**src/rtl/seq_divider.sv**
```systemverilog
// seq_divider - iterative radix-2 restoring divider.
//
// Produces one quotient bit per clock, MSB first, so a WIDTH-bit division
// completes WIDTH+1 cycles after start is accepted. A zero divisor skips the
// iteration and completes one cycle after acceptance.
//
// Optional build macro: SIGNED_DIV_EN
//   - Defined: the operands are two's complement, and the division truncates
//     toward zero.
//   - Undefined: the divider is purely unsigned.
//
// Ports:
//   clk          system clock; every flop updates on the rising edge
//   rst          asynchronous reset, active low
//   start        requests a division; only looked at while idle
//   dividend     WIDTH-bit dividend, captured on the edge that accepts start
//   divisor      WIDTH-bit divisor, captured on the edge that accepts start
//   busy         high from the acceptance edge until the result edge
//   done         one-cycle pulse; quotient/remainder are valid
//   quotient     registered quotient; held until the next completion
//   remainder    registered remainder; held until the next completion
//   div_by_zero  registered; set together with done when the divisor was 0
module seq_divider #(
  parameter int WIDTH = 32
) (
  input  logic             clk,
  input  logic             rst,
  input  logic             start,
  input  logic [WIDTH-1:0] dividend,
  input  logic [WIDTH-1:0] divisor,
  output logic             busy,
  output logic             done,
  output logic [WIDTH-1:0] quotient,
  output logic [WIDTH-1:0] remainder,
  output logic             div_by_zero
);

  localparam int CW = $clog2(WIDTH + 1);

  typedef enum logic [1:0] {
    IDLE   = 2'd0,
    CALC   = 2'd1,
    FINISH = 2'd2
  } state_t;

  state_t           state_q, state_d;
  logic [CW-1:0]    cnt_q, cnt_d;
  logic [WIDTH-1:0] rem_q, rem_d;
  logic [WIDTH-1:0] dvd_q, dvd_d;
  logic [WIDTH-1:0] dvs_q, dvs_d;
  logic             zero_q, zero_d;
  logic             busy_q, busy_d;
  logic             done_q, done_d;
  logic [WIDTH-1:0] quot_q, quot_d;
  logic [WIDTH-1:0] remo_q, remo_d;
  logic             dbz_q, dbz_d;
`ifdef SIGNED_DIV_EN
  logic             qneg_q, qneg_d;
  logic             rneg_q, rneg_d;
`endif

  // Trial subtraction for one restoring step.
  //   - The partial remainder is always below the divisor.
  //   - So the shifted value fits in WIDTH+1 bits.
  //   - The extra top bit of trial is the borrow.
  logic [WIDTH:0]   shifted;
  logic [WIDTH+1:0] trial;
  assign shifted = {rem_q, dvd_q[WIDTH-1]};
  assign trial   = {1'b0, shifted} - {2'b00, dvs_q};

  // Next-state and datapath logic.
  //   - Acceptance captures the operands (magnitudes in signed builds).
  //   - CALC runs one restoring step per edge.
  //   - FINISH publishes the result.
  always_comb begin
    state_d = state_q;
    cnt_d   = cnt_q;
    rem_d   = rem_q;
    dvd_d   = dvd_q;
    dvs_d   = dvs_q;
    zero_d  = zero_q;
    busy_d  = busy_q;
    done_d  = 1'b0;
    quot_d  = quot_q;
    remo_d  = remo_q;
    dbz_d   = dbz_q;
`ifdef SIGNED_DIV_EN
    qneg_d  = qneg_q;
    rneg_d  = rneg_q;
`endif
    unique case (state_q)
      IDLE: begin
        if (start) begin
          busy_d = 1'b1;
          rem_d  = '0;
          cnt_d  = CW'(WIDTH);
          zero_d = (divisor == '0);
`ifdef SIGNED_DIV_EN
          qneg_d = dividend[WIDTH-1] ^ divisor[WIDTH-1];
          rneg_d = dividend[WIDTH-1];
          dvs_d  = divisor[WIDTH-1] ? -divisor : divisor;
          // A zero divisor reports the dividend untouched, so keep the raw value.
          if (divisor == '0)
            dvd_d = dividend;
          else
            dvd_d = dividend[WIDTH-1] ? -dividend : dividend;
`else
          dvs_d  = divisor;
          dvd_d  = dividend;
`endif
          state_d = (divisor == '0) ? FINISH : CALC;
        end
      end
      CALC: begin
        // The dividend register doubles as the quotient shift register.
        if (!trial[WIDTH+1]) begin
          rem_d = trial[WIDTH-1:0];
          dvd_d = {dvd_q[WIDTH-2:0], 1'b1};
        end else begin
          rem_d = shifted[WIDTH-1:0];
          dvd_d = {dvd_q[WIDTH-2:0], 1'b0};
        end
        cnt_d = cnt_q - CW'(1);
        if (cnt_q == CW'(1))
          state_d = FINISH;
      end
      FINISH: begin
        busy_d  = 1'b0;
        done_d  = 1'b1;
        dbz_d   = zero_q;
        state_d = IDLE;
        if (zero_q) begin
          quot_d = '1;
          remo_d = dvd_q;
        end else begin
`ifdef SIGNED_DIV_EN
          quot_d = qneg_q ? -dvd_q : dvd_q;
          remo_d = rneg_q ? -rem_q : rem_q;
`else
          quot_d = dvd_q;
          remo_d = rem_q;
`endif
        end
      end
      default: state_d = IDLE;
    endcase
  end

  // State and datapath registers.
  //   - Reset clears everything.
  //   - An operation in flight is abandoned without a done pulse.
  always_ff @(posedge clk or negedge rst) begin
    if (!rst) begin
      state_q <= IDLE;
      cnt_q   <= '0;
      rem_q   <= '0;
      dvd_q   <= '0;
      dvs_q   <= '0;
      zero_q  <= 1'b0;
      busy_q  <= 1'b0;
      done_q  <= 1'b0;
      quot_q  <= '0;
      remo_q  <= '0;
      dbz_q   <= 1'b0;
`ifdef SIGNED_DIV_EN
      qneg_q  <= 1'b0;
      rneg_q  <= 1'b0;
`endif
    end else begin
      state_q <= state_d;
      cnt_q   <= cnt_d;
      rem_q   <= rem_d;
      dvd_q   <= dvd_d;
      dvs_q   <= dvs_d;
      zero_q  <= zero_d;
      busy_q  <= busy_d;
      done_q  <= done_d;
      quot_q  <= quot_d;
      remo_q  <= remo_d;
      dbz_q   <= dbz_d;
`ifdef SIGNED_DIV_EN
      qneg_q  <= qneg_d;
      rneg_q  <= rneg_d;
`endif
    end
  end

  assign busy        = busy_q;
  assign done        = done_q;
  assign quotient    = quot_q;
  assign remainder   = remo_q;
  assign div_by_zero = dbz_q;

endmodule
```
**config.mk**
```make
export PLATFORM = sky130hd
export DESIGN_NAME = seq_divider
export DESIGN_NICKNAME = d
export VERILOG_FILES = /design/src/rtl/seq_divider.sv
export SDC_FILE = /design/constraint.sdc
export NUM_CORES = 1
export LEC_CHECK = 0
export ABC_CLOCK_PERIOD_IN_PS = 3100
export CORE_MARGIN = 2
export CORE_UTILIZATION = 50
export DETAILED_ROUTE_END_ITERATION = 7
export PLACE_DENSITY = 0.8
export SYNTH_ARGS = -nofsm -noshare
export SYNTH_HDL_FRONTEND = slang
export SYNTH_SLANG_ARGS = --single-unit
```
**constraint.sdc**
```tcl
create_clock -name clk -period 3.1 [get_ports clk]
set_input_delay 0.62 -clock clk [delete_from_list [all_inputs] [get_ports clk]]
set_output_delay 0.62 -clock clk [all_outputs]
set_load 0.05 [all_outputs]
```
==> run_results.csv <==
group,metric,value,unit
place,port_buffers,133,
final_layout,diodes,0,
drt,firstDrtPassIters,8,
clock_tree,clk_pin_slew_worst_paths,0.07,ns
synth,synth_top_area_frac,0.465,
synth,ys_warn_count,0,
clock_tree,clk_path_buf_depth,2,
job,drv_cap,0,
pwr,power_frac_clock,0.156,
floorplan,io_pins,134,
timing,final_max_slew_viol_count,0,
clock_tree,clock-sinks,172,
timing,rsz0062_at_grt,"yes",
floorplan,die_h,140,um
timing,setup_tns,0,ns
place,detailed_place_hpwl,17300,um
pwr,leakage,4.98,nW
worst_hold_path,min_path_type,"input pin to async pin",
pwr,p_comb_frac,0.565,
drt,ant_nets,0,
timing,skew,0.0100,ns
drt,drt-vias-per-instance,5.87,
floorplan,die_area,19600,sq um
worst_setup_path,cp_max_fo,4,
clock_tree,insertion_delay,0.43,ns
floorplan,rows,49,
worst_setup_path,path_class,"register to register",
place,gp_congestion,0.997,
global_route,grt_pass1_wl,39800,um
pwr,sw_frac_of_total,0.472,
worst_setup_path,required,3.38,ns
outcome,violations,"design-rule violations",
pwr,intPower,7.88,mW
timing,fin_crit_sh,0.956,
clock_tree,cts_buffers,17,
final_layout,multi_input_area,4590,sq um
drt,wl_met2,11000,um
synth,synth_edf_count,0,
place,dp_cells,1360,
timing,hold_slack,0.124,ns
pwr,fin_total_pwr,14.9,mW
clock_tree,cts_tree,"done",
final_layout,nNetsFinal,1257,
final_layout,fill_cells,1495,
floorplan,die_w,140,um
synth,synthTopCellsByArea,"dfrtp_1 47%, o21ai_0 8.2%, nand2_1 6.6%",
final_layout,seq_area,4310,sq um
synth,avgSynthCellArea,8.85,sq um
global_route,antenna_found_initial,0,
synth,ys.flop_type,"dfrtp_1",
global_route,grt_max_degree,90,
drt,dr_wl_met3,1860,um
drt,drtIter0Drc,711,
synth,synth_cell_types,56,
worst_setup_path,r2r_slack,0.14,ns
synth,synthesis.nets,1147,
synth,synth_seq_cells,172,
global_route,grt-ovfl-total,0,
outcome,status,"complete, but fails checks",
clock_tree,clockRootBuffer,"clkbuf_16",
drt,wl_per_cell,17.5,um
pwr,power_switching,7.04,mW
timing,maxSlewHeadroom,0.493,
drt,highest_layer,"met4",
global_route,grt_usage,0.252,
floorplan,initial_core_util,0.512,
pwr,power_density,1290,nW/um^2
worst_setup_path,cp-end-kind,"register",
synth,synth_area,9250,sq um
drt,met1_length,11300,um
synth,synth_top_area_cell,"dfrtp_1",
timing,period_needed,2.96,ns
drt,drc,14,
pwr,peakVddDrop,0.000553,V
synth,synthArstFlopShare,1.00,
final_layout,drive_gt1_frac,0.0685,
timing,report.final.setup_viol,0,
timing,fmax,338,MHz
final_layout,fin_cells,1397,
drt,drt-total-wl,24500,um
synth,seq_area_frac_synth,0.465,
global_route,first_global_vias,7562,
timing,hold_violations,0,
pwr,power_frac_seq,0.279,
timing,tightest_slew,0.760,ns
drt,vias,8194,
worst_setup_path,critPathArrivalTime,3.25,ns
final_layout,area_delta_synth_final,25.1,%
synth,synth_cells,1045,
clock_tree,htree_levels,4,
floorplan,core_area,18100,sq um
worst_setup_path,critPathLaunchType,"register",
==> area by class of cell <==
class,instances,share of cell area
clock buffers,17,0.0367
clock inverters,15,0.0191
inverters,47,0.0152
multi-input cells,761,0.397
flip-flops and latches,172,0.372
well taps,229,0.0248
repair buffers,156,0.135
==> Yosys cell counts, types with 3 or more instances <==
library cell	n
nand4_1	9
o21a_1	3
nand2b_1	5
clkbuf_1	47
nor2_1	59
nand2_1	163
a31oi_1	3
and3_1	3
nor3_1	6
a211o_1	3
a21oi_1	71
o21ai_1	23
mux2i_1	40
o211ai_1	5
nand3_1	11
xor2_1	14
xnor2_1	9
dfrtp_1	172
a22o_1	9
nor4_1	10
nor2b_1	38
a21o_1	12
buf_2	8
buf_1	8
o21ai_0	152
or3_1	4
a211oi_1	4
o2111ai_1	5
ha_1	34
inv_1	47
o21bai_1	7
a22oi_1	31
==> metrics by stage <==
stage | util | cell area [sq um] | setup slack [ns]
2_1_floorplan | - | 9250 | 0.518
3_3_place_gp | 0.599 | 10800 | 0.140
3_5_place_dp | 0.599 | 10800 | 0.0835
4_1_cts | 0.635 | 11500 | 0.0508
5_1_grt | 0.640 | 11600 | -0.0101
6_report | 0.640 | 11600 | 0.137
==> sequential cells by signal, indices dropped and copies added (netlist names) <==
name and count:
dvd_q 32, zero_q 1, cnt_q 6, remainder 32, busy 1, quotient 32, rem_q 32, div_by_zero 1
done 1, dvs_q 32, state_q 2
==> path summary, 6_finish.rpt <==
kind,from,end,depth (start not counted)
worst max-delay path,rem_q[2]$_DFFE_PN0P_,rem_q[27]$_DFFE_PN0P_,9
max in group asynchronous,rst,dvs_q[29]$_DFFE_PN0P_,2
min in group clk,div_by_zero$_DFFE_PN0P_,div_by_zero$_DFFE_PN0P_,2
worst min-delay path,rst,quotient[7]$_DFFE_PN0P_,1
worst min register to register,div_by_zero$_DFFE_PN0P_,div_by_zero$_DFFE_PN0P_,2
worst max register to register,rem_q[2]$_DFFE_PN0P_,rem_q[27]$_DFFE_PN0P_,9
==> power groups by stage <==
| stage | logic, mW | registers [mW] | clock network [mW] |
|---|---|---|---|
| floorplan | 4.88 | 4.99 | 0 |
| global placement | 7.89 | 4.11 | 0 |
| detailed placement | 8.09 | 4.16 | 0 |
| CTS | 8.19 | 4.12 | 2.36 |
| global route | 9.23 | 4.27 | 2.45 |
| finish | 8.43 | 4.16 | 2.33 |
==> metal layers <==
metal	track usage	vias to the layer above
li1	-	3889
met1	0.377	3889
met2	0.379	386
met3	0.0441	30
met4	0.0696	0
met5	0	-
==> what timing repair did <==
item | in CTS | in global routing
setup buffers | 0 | 5
hold buffers | 0 | 0
setup endpoints to repair | 0 | 15
resized for setup | 0 | 13
hold endpoints to repair | 0 | 0
==> worst max-delay path, cell delays in order (launching register included) <==
cell,delay (ns)
dfrtp_1,0.44
ha_1,0.40
o211ai_1,0.13
a21oi_2,0.19
o21ai_2,0.14
o211ai_1,0.37
o221ai_1,0.25
o31a_1,0.33
o31ai_1,0.40
o21ai_1,0.17
==> placed cells by master (no fill, tap or decap), types with 4 or more instances in the layout <==
master	Yosys	routed
xnor2_1	9	9
nor4_1	10	10
a21oi_1	71	70
or3_1	4	4
buf_12	0	5
ha_2	0	4
inv_1	47	47
o21bai_1	7	6
dfrtp_1	172	171
bufinv_16	0	4
a21o_1	12	12
mux2i_1	40	40
a22o_1	9	9
ha_1	34	29
a22oi_1	31	31
a211oi_1	4	4
nor2b_1	38	34
xor2_1	14	14
o2111ai_1	5	4
clkbuf_16	0	17
nand3_1	11	11
buf_4	2	18
nor3_1	6	6
o21ai_0	152	152
clkdlybuf4s50_1	0	132
inv_6	0	5
o211ai_1	5	5
nor2_1	59	59
o21ai_1	23	23
nand2b_1	5	4
nand2_1	163	163
nand4_1	9	9
==> cell families (layout without fill, tap and decap cells) <==
kind of cell,Yosys count,count (layout),share of synthesized area
buf+inv,112,235,0.0473
xor+xnor,23,23,0.0218
simple gates,313,313,0.150
mux,41,41,0.0445
flops,172,172,0.465
fa+ha+maj,35,35,0.0481
compound gates,349,349,0.223
Note: power is estimated with default switching activity, not from simulation.
